[src/rtl/msrv32_store_buffer.sv]
// Posted-write store buffer: FIFO of word-aligned stores drained over a valid/ready bus,
// with load-hit detection. Define MSRV32_STORE_MERGE_EN to merge same-word stores into the newest entry.
module msrv32_store_buffer #(
  parameter int WIDTH = 32,
  parameter int DEPTH = 4,
  parameter int PTR_W = 2
) (
  input  logic               ms_riscv32_mp_clk_in,
  input  logic               ms_riscv32_mp_rst_n_in,
  input  logic               st_req_in,
  input  logic [WIDTH-1:0]   st_addr_in,
  input  logic [WIDTH-1:0]   st_data_in,
  input  logic [3:0]         st_mask_in,
  output logic               st_stall_out,
  input  logic               ld_req_in,
  input  logic [WIDTH-1:0]   ld_addr_in,
  output logic               ld_hazard_out,
  output logic               bus_valid_out,
  output logic [WIDTH-1:0]   bus_addr_out,
  output logic [WIDTH-1:0]   bus_data_out,
  output logic [3:0]         bus_mask_out,
  input  logic               bus_ready_in,
  output logic               empty_out,
  output logic [PTR_W:0]     count_out
);

  logic [WIDTH-1:0] addr_q [DEPTH];
  logic [WIDTH-1:0] addr_d [DEPTH];
  logic [WIDTH-1:0] data_q [DEPTH];
  logic [WIDTH-1:0] data_d [DEPTH];
  logic [3:0]       mask_q [DEPTH];
  logic [3:0]       mask_d [DEPTH];
  logic [PTR_W-1:0] wr_ptr_q, wr_ptr_d;
  logic [PTR_W-1:0] rd_ptr_q, rd_ptr_d;
  logic [PTR_W:0]   count_q, count_d;

  logic full;
  logic merge_hit;
  logic do_push;
  logic do_pop;
  logic hazard;
  logic [PTR_W-1:0] idx;

  assign full = (count_q == (PTR_W+1)'(DEPTH));

`ifdef MSRV32_STORE_MERGE_EN
  logic [PTR_W-1:0] newest;
  assign newest = wr_ptr_q - PTR_W'(1);
  // Only merge when the newest entry is not the head, so a beat in flight is never modified.
  assign merge_hit = st_req_in && (count_q >= (PTR_W+1)'(2)) &&
                     (((addr_q[newest] ^ st_addr_in) >> 2) == '0);
`else
  assign merge_hit = 1'b0;
`endif

  assign do_push = st_req_in && !full && !merge_hit;
  assign do_pop  = (count_q != '0) && bus_ready_in;

  assign st_stall_out  = st_req_in && full && !merge_hit;
  assign bus_valid_out = (count_q != '0);
  assign bus_addr_out  = addr_q[rd_ptr_q];
  assign bus_data_out  = data_q[rd_ptr_q];
  assign bus_mask_out  = mask_q[rd_ptr_q];
  assign empty_out     = (count_q == '0);
  assign count_out     = count_q;

  // NOTE: every signal written here gets a default first, otherwise a latch is inferred.
  always_comb begin
    addr_d   = addr_q;
    data_d   = data_q;
    mask_d   = mask_q;
    wr_ptr_d = wr_ptr_q;
    rd_ptr_d = rd_ptr_q;
`ifdef MSRV32_STORE_MERGE_EN
    if (merge_hit) begin
      for (int b = 0; b < 4; b++) begin
        if (st_mask_in[b]) data_d[newest][8*b +: 8] = st_data_in[8*b +: 8];
      end
      mask_d[newest] = mask_q[newest] | st_mask_in;
    end
`endif
    if (do_push) begin
      addr_d[wr_ptr_q] = st_addr_in;
      data_d[wr_ptr_q] = st_data_in;
      mask_d[wr_ptr_q] = st_mask_in;
      wr_ptr_d         = wr_ptr_q + PTR_W'(1);
    end
    if (do_pop) rd_ptr_d = rd_ptr_q + PTR_W'(1);
    count_d = count_q + (PTR_W+1)'(do_push) - (PTR_W+1)'(do_pop);
  end

  // Live entries are the count_q slots starting at the head, wrapping around.
  always_comb begin
    hazard = 1'b0;
    idx    = '0;
    for (int i = 0; i < DEPTH; i++) begin
      idx = rd_ptr_q + PTR_W'(i);
      if (((PTR_W+1)'(i) < count_q) && (((addr_q[idx] ^ ld_addr_in) >> 2) == '0))
        hazard = 1'b1;
    end
    ld_hazard_out = ld_req_in && hazard;
  end

  // NOTE: the storage array is reset too, so the bus payload reads as zero straight out of reset.
  // NOTE: sequential state uses non-blocking assignments only.
  always_ff @(posedge ms_riscv32_mp_clk_in or negedge ms_riscv32_mp_rst_n_in) begin
    if (!ms_riscv32_mp_rst_n_in) begin
      for (int i = 0; i < DEPTH; i++) begin
        addr_q[i] <= '0;
        data_q[i] <= '0;
        mask_q[i] <= '0;
      end
      wr_ptr_q <= '0;
      rd_ptr_q <= '0;
      count_q  <= '0;
    end else begin
      addr_q   <= addr_d;
      data_q   <= data_d;
      mask_q   <= mask_d;
      wr_ptr_q <= wr_ptr_d;
      rd_ptr_q <= rd_ptr_d;
      count_q  <= count_d;
    end
  end

endmodule

[config.mk]
export PLATFORM = sky130hd
export DESIGN_NAME = msrv32_store_buffer
export DESIGN_NICKNAME = d
export VERILOG_FILES = /design/src/rtl/msrv32_store_buffer.sv
export SDC_FILE = /design/constraint.sdc
export NUM_CORES = 1
export LEC_CHECK = 0
export ABC_AREA = 1
export CAP_MARGIN = 25
export CORE_AREA = 10 10 206 228
export CTS_CLUSTER_SIZE = 28
export DETAILED_ROUTE_END_ITERATION = 10
export DIE_AREA = 0 0 216 238
export PLACE_DENSITY = 0.57
export SLEW_MARGIN = 20
export SYNTH_ARGS = -nofsm -noshare
export SYNTH_HDL_FRONTEND = slang
export SYNTH_SLANG_ARGS = --single-unit
export TNS_END_PERCENT = 20
[constraint.sdc]
create_clock -name ms_riscv32_mp_clk_in -period 4.64 [get_ports ms_riscv32_mp_clk_in]
set_input_delay 0.928 -clock ms_riscv32_mp_clk_in [delete_from_list [all_inputs] [get_ports ms_riscv32_mp_clk_in]]
set_output_delay 0.928 -clock ms_riscv32_mp_clk_in [all_outputs]
set_load 0.03 [all_outputs]
==> results.cfg, run 1 <==
[pwr]
clock_power_share_pct = 15.0
internal_power_mw = 9.00
p_per_area_nw_per_um2 = 875
leakagePower_nw = 9.85
power.switching_mw = 8.56
ir_drop_mv = 0.614
combPwrFrac_pct = 60.4
seqPwrFrac_pct = 24.6
sw_frac_of_total_pct = 48.8

[detailed_routing]
drt_pass1_iterations = 5
drtIter0Drc = 1030
drc = 0
vias_per_cell = 5.15
wl_per_cell_um = 17.6
drt_wl_total_mm = 53.3
via_count = 15500
ant_nets = 0

[floorplanning]
io_pins = 180
core-area_um2 = 42000
num_rows = 79
die_w_um = 216
die_y_um = 238
start_util_pct = 39.8
die_area_um2 = 51400

[final_layout]
num_antenna_cells = 0
fill_cells = 4146
regArea_um2 = 6990
multiInputGateArea_um2 = 8210
most-common-layout-cells = nand2_1 (928), dfrtp_1 (277), nand3_1 (246)
layout-drive-gt1-share_pct = 10.8
syn2layout_area_growth_pct = 20.0
nets = 2543
mostFrequentLayoutCell = nand2_1

[run]
cap_violations = 0

[synth]
synth_nets = 2416
syn-cell-area_um2 = 16700
synth_top_area_cell = dfrtp_1
synthTopCellsByArea = dfrtp_1 (42%), nand2_1 (21%), mux2_2 (8.3%), nand3_1 (7.4%), inv_1 (5.5%)
ys_types = 27
yosysWarnings = 0
seq_area_frac_synth_pct = 41.7
syn_avg_cell_area_um2 = 7.27
netlist_instances = 2302
synth_top_cell_area_share_pct = 41.7
synth-seq-cells = 279

[setup_path]
required_ns = 3.71
rr_startpoint = count_out[1]
r2r_end = data_q[73]
critical_path.startpoint = rd_ptr_q[0]
reg2reg_slack_ns = 2.17
critPathKind = reg2out
cp_max_fo = 84
endpoint = ld_hazard_out
crit_arrival_ns = 3.33
start_kind = flop
end_kind = output pin
rr_worst_depth = 6

[sta]
fin_crit_ns = 4.26
fmax_mhz = 235
drv_slew = 0
hold_viol = 0
max-slew-margin-rel_pct = 39.9
setup_viol = 0
worstMarginPinSlew_ns = 0.901
final.setup.worst_slack_ns = 0.382
fin_skew_ns = 0.0150
setup_tns_ns = 0
rsz0062_at_grt = no
period_share_pct = 91.8

[global_route]
first_global_vias = 15100
grt_pass1_wl_mm = 83.9
grt_max_degree = 106
antenna_found_initial = 4
grt_util_all_layers_pct = 20.4
grt-ovfl-total = 0

[place]
gp_congestion = 0.932
dpl.hpwl_mm = 36.8
port_buffers = 177
pre_cts_ws_ns = 0.688

[clock_tree]
cts_tree = yes
cts_buffers = 34
clkSinkCount = 279
clockBufferDepth = 3
h-tree-depth = 2
path_clk_slew_ns = 0.06
cts-root-buf = clkbuf_16
clock_latency_ns = 0.54

[hold_path]
hold_class = in2async

[status]
status = completed
[sequential cells by signal, summed over array words and instances (netlist names)]
register,count
count_out,3
rd_ptr_q,2
wr_ptr_q,2
mask_q,16
data_q,128
addr_q,128
[cell type report]
cell class                 count  share of cell area [%]
multi-input combinational   1648                    40.9
sequential                   279                    34.8
timing repair buffer         209                    10.5
clock buffer                  51                    4.96
inverter                     257                    4.83
tap                          567                    3.54
clock inverter                 9                   0.443
[worst max-delay path, cell delays in order, from the launching register on]
cell and delay, ns:
dfrtp_4 0.44, clkbuf_8 0.41, nand2_1 0.16, nand2_2 0.12, buf_12 0.32, nand2_1 0.12
nand2_1 0.09, nand2_1 0.05, nand2_1 0.17, nand3_1 0.10, nor2_1 0.16, nand2_1 0.07
nor2_1 0.10, nand2_1 0.06, nand2_1 0.05, nor2_1 0.07, nor2_1 0.09, buf_4 0.16
[cell usage after synthesis (all sizes together)]
| library cell | instances |
|---|---|
| nor3 | 2 |
| clkbuf | 39 |
| dfrtp | 279 |
| fa | 1 |
| clkinv | 2 |
| buf | 79 |
| nand3b | 1 |
| o21ai | 179 |
| ha | 8 |
| o221ai | 38 |
| o211ai | 1 |
| nand2 | 930 |
| inv | 255 |
| a22oi | 38 |
| xor2 | 6 |
| mux2 | 124 |
| nand4 | 23 |
| nand3 | 246 |
| a21oi | 3 |
| nor2 | 48 |
[power groups by stage]
stage	registers (mW)	logic [mW]	clock network [mW]
2_1_floorplan	4.18	7.28	0
3_3_place_gp	4.31	10.4	0
3_5_place_dp	4.35	10.6	0
4_1_cts	4.32	10.6	2.69
5_1_grt	4.47	11.8	2.80
6_report	4.32	10.6	2.63
[per-layer routing]
metal  track usage [%]  part of all wire, %  up-vias
met1              25.7                   44     7412
li1                  -                    -     7663
met2              35.1                   49      397
met5                 0                 0.12        -
met3              4.48                  5.7       62
met4              4.49                  1.8        8
[what timing repair did]
action | 4_1_cts | 5_1_grt
hold buffers | 0 | 0
resized for setup | 0 | 3
setup endpoints to repair | 0 | 1
setup buffers | 0 | 0
[cell families after synthesis]
group                    synth area share, %
flip-flops                              41.7
XOR/XNOR                               0.314
AO/OA/AOI/OAI                           9.19
multiplexers                            8.35
AND/OR/NAND/NOR                         30.3
buffers and inverters                   9.39
adder cells (fa/ha/maj)                0.718
[per-stage QoR]
step	util, %	power [mW]	cells	hold WS [ns]	instance area [µm²]
2_1_floorplan	-	11.5	2302	0.481	16700
3_3_place_gp	45.1	14.7	2959	0.489	18900
3_5_place_dp	45.1	14.9	2959	0.496	18900
4_1_cts	47.7	17.6	3019	0.472	20000
5_1_grt	47.8	19.1	3020	0.492	20100
6_report	47.8	17.6	3020	0.413	20100
[worst min-delay path by stage]
stage / from / to / slack [ns] / depth (start not counted)
after floorplan: data_q[123] / data_q[123] / 0.48 / 1
after global placement: data_q[113] / data_q[113] / 0.49 / 1
after detailed placement: addr_q[97] / addr_q[97] / 0.50 / 1
after CTS: ms_riscv32_mp_rst_n_in / addr_q[77] / 0.47 / 1
after global routing: ms_riscv32_mp_rst_n_in / addr_q[77] / 0.49 / 1
final: ms_riscv32_mp_rst_n_in / addr_q[77] / 0.41 / 1
No activity file was read; power rests on OpenSTA's default activity.
==> run 2, diff against run 1 <==
--- a/config.mk
+++ b/config.mk
@@ -7,11 +7,11 @@
 export LEC_CHECK = 0
 export ABC_AREA = 1
 export CAP_MARGIN = 25
-export CORE_AREA = 10 10 206 228
+export CORE_AREA = 10 10 237 261
 export CTS_CLUSTER_SIZE = 28
 export DETAILED_ROUTE_END_ITERATION = 10
-export DIE_AREA = 0 0 216 238
-export PLACE_DENSITY = 0.57
+export DIE_AREA = 0 0 247 271
+export PLACE_DENSITY = 0.45
 export SLEW_MARGIN = 20
 export SYNTH_ARGS = -nofsm -noshare
 export SYNTH_HDL_FRONTEND = slang
==> results.cfg, run 2 (synthesis gave the netlist of run 1 again) <==
[status]
status = completed

[setup_path]
required_ns = 3.71
rr_startpoint = count_out[1]
start_kind = flop
cp_max_fo = 55
reg2reg_slack_ns = 2.30
rr_worst_depth = 6
r2r_end = data_q[70]
crit_arrival_ns = 3.38
critPathKind = reg2out
endpoint = ld_hazard_out
end_kind = output pin
critical_path.startpoint = rd_ptr_q[0]

[sta]
hold_viol = 0
period_share_pct = 92.7
rsz0062_at_grt = no
fmax_mhz = 232
fin_skew_ns = 0.0133
setup_tns_ns = 0
worstMarginPinSlew_ns = 0.843
max-slew-margin-rel_pct = 43.8
drv_slew = 0
fin_crit_ns = 4.30
setup_viol = 0

[final_layout]
most-common-layout-cells = nand2_1 (928), dfrtp_1 (277), nand3_1 (246)
top_regs = addr_q: 128 flops, data_q: 128 flops, mask_q: 16 flops
mostFrequentLayoutCell = nand2_1
design_area_um2 = 20400
nets = 2546
num_antenna_cells = 0
instances_no_fill = 3204
layout-drive-gt1-share_pct = 10.9
syn2layout_area_growth_pct = 22.2

[clock_tree]
clock_latency_ns = 0.55
cts_buffers = 38
cts_tree = yes
h-tree-depth = 2
clockBufferDepth = 3
clkSinkCount = 279
ctsResizeCount = 0
cts-root-buf = clkbuf_16
hold_buffers = 0
post-cts-setup-buffers = 0
path_clk_slew_ns = 0.05

[place]
dpl.cell_count = 3136
placed_cell_area_um2 = 19200
dpl.hpwl_mm = 40.7
gp_congestion = 0.897
port_buffers = 177

[detailed_routing]
ant_nets = 0
drtIter0Drc = 1091
drc = 0
vias_per_cell = 4.81
drt_pass1_iterations = 8
via_count = 15400
wl_per_cell_um = 18.1
drt_wl_total_mm = 58.0

[global_route]
grt_util_all_layers_pct = 17.2
grt_pass1_wl_mm = 89.6
grt_max_degree = 113
antenna_found_initial = 6
grt-ovfl-total = 0
first_global_vias = 15200

[floorplanning]
num_rows = 91
start_util_pct = 29.8
die_w_um = 247
die_area_um2 = 66900
io_pins = 180
die_y_um = 271
core-area_um2 = 56100

[pwr]
combPwrFrac_pct = 59.5
internal_power_mw = 9.22
sw_frac_of_total_pct = 48.7
clock_power_share_pct = 16.3
p_total_mw = 18.0
power.switching_mw = 8.76
leakagePower_nw = 9.91
seqPwrFrac_pct = 24.2
ir_drop_mv = 0.539
p_per_area_nw_per_um2 = 880

[run]
cap_violations = 0

[hold_path]
hold_class = in2async
run 2: power by group through the flow:
stage	Sequential [mW]	Combinational (mW)	Clock [mW]
after floorplan	4.18	7.28	0
after global placement	4.36	10.7	0
after detailed placement	4.39	10.8	0
after CTS	4.36	10.8	3.03
after global routing	4.54	12.0	3.12
final	4.35	10.7	2.92
run 2: area by class of cell:
class / count / area [µm²]
inverter: 257 / 970
clock buffer: 58 / 1090
timing repair buffer: 208 / 2110
fill: 5909 / 35700
multi-input combinational: 1648 / 8210
sequential: 279 / 6990
tap: 744 / 931
clock inverter: 10 / 148
run 2: layer usage:
metal,wire length [µm],vias up,share of wire (%),global-route usage [%]
met2,27900,395,48,28.9
met4,1850,12,3.2,5.81
met5,67,-,0.12,0
met3,3710,98,6.4,4.27
met1,24400,7234,42,21.1
li1,-,7676,-,-
run 2: worst max-delay path: stages, from the launching register on:
cell,delay (ns)
dfrtp_4,0.62
inv_4,0.12
nand2_1,0.08
nand2_2,0.34
buf_12,0.32
nand2_1,0.13
nand3_1,0.13
nand2_1,0.07
inv_1,0.05
nand2_1,0.04
nor2_1,0.23
nand2_1,0.10
nor2_1,0.09
nand2_1,0.06
nand2_1,0.05
nor2_1,0.09
nor2_1,0.10
buf_4,0.16
run 2: worst min path at each step:
stage	to	depth (start not counted)	slack (ns)
after floorplan	data_q[123]	1	0.48
after global placement	data_q[111]	1	0.49
after detailed placement	data_q[115]	1	0.50
after CTS	addr_q[78]	1	0.43
after global routing	addr_q[78]	1	0.46
final	addr_q[78]	1	0.41
run 2: stage by stage:
step / utilization, % / setup slack (ns) / hold WS (ns)
CTS: 36.4 / 0.205 / 0.434
floorplan: - / 1.65 / 0.481
finish: 36.4 / 0.337 / 0.410
global route: 36.4 / 0.0566 / 0.459
global placement: 34.2 / 0.837 / 0.490
detailed placement: 34.2 / 0.820 / 0.496
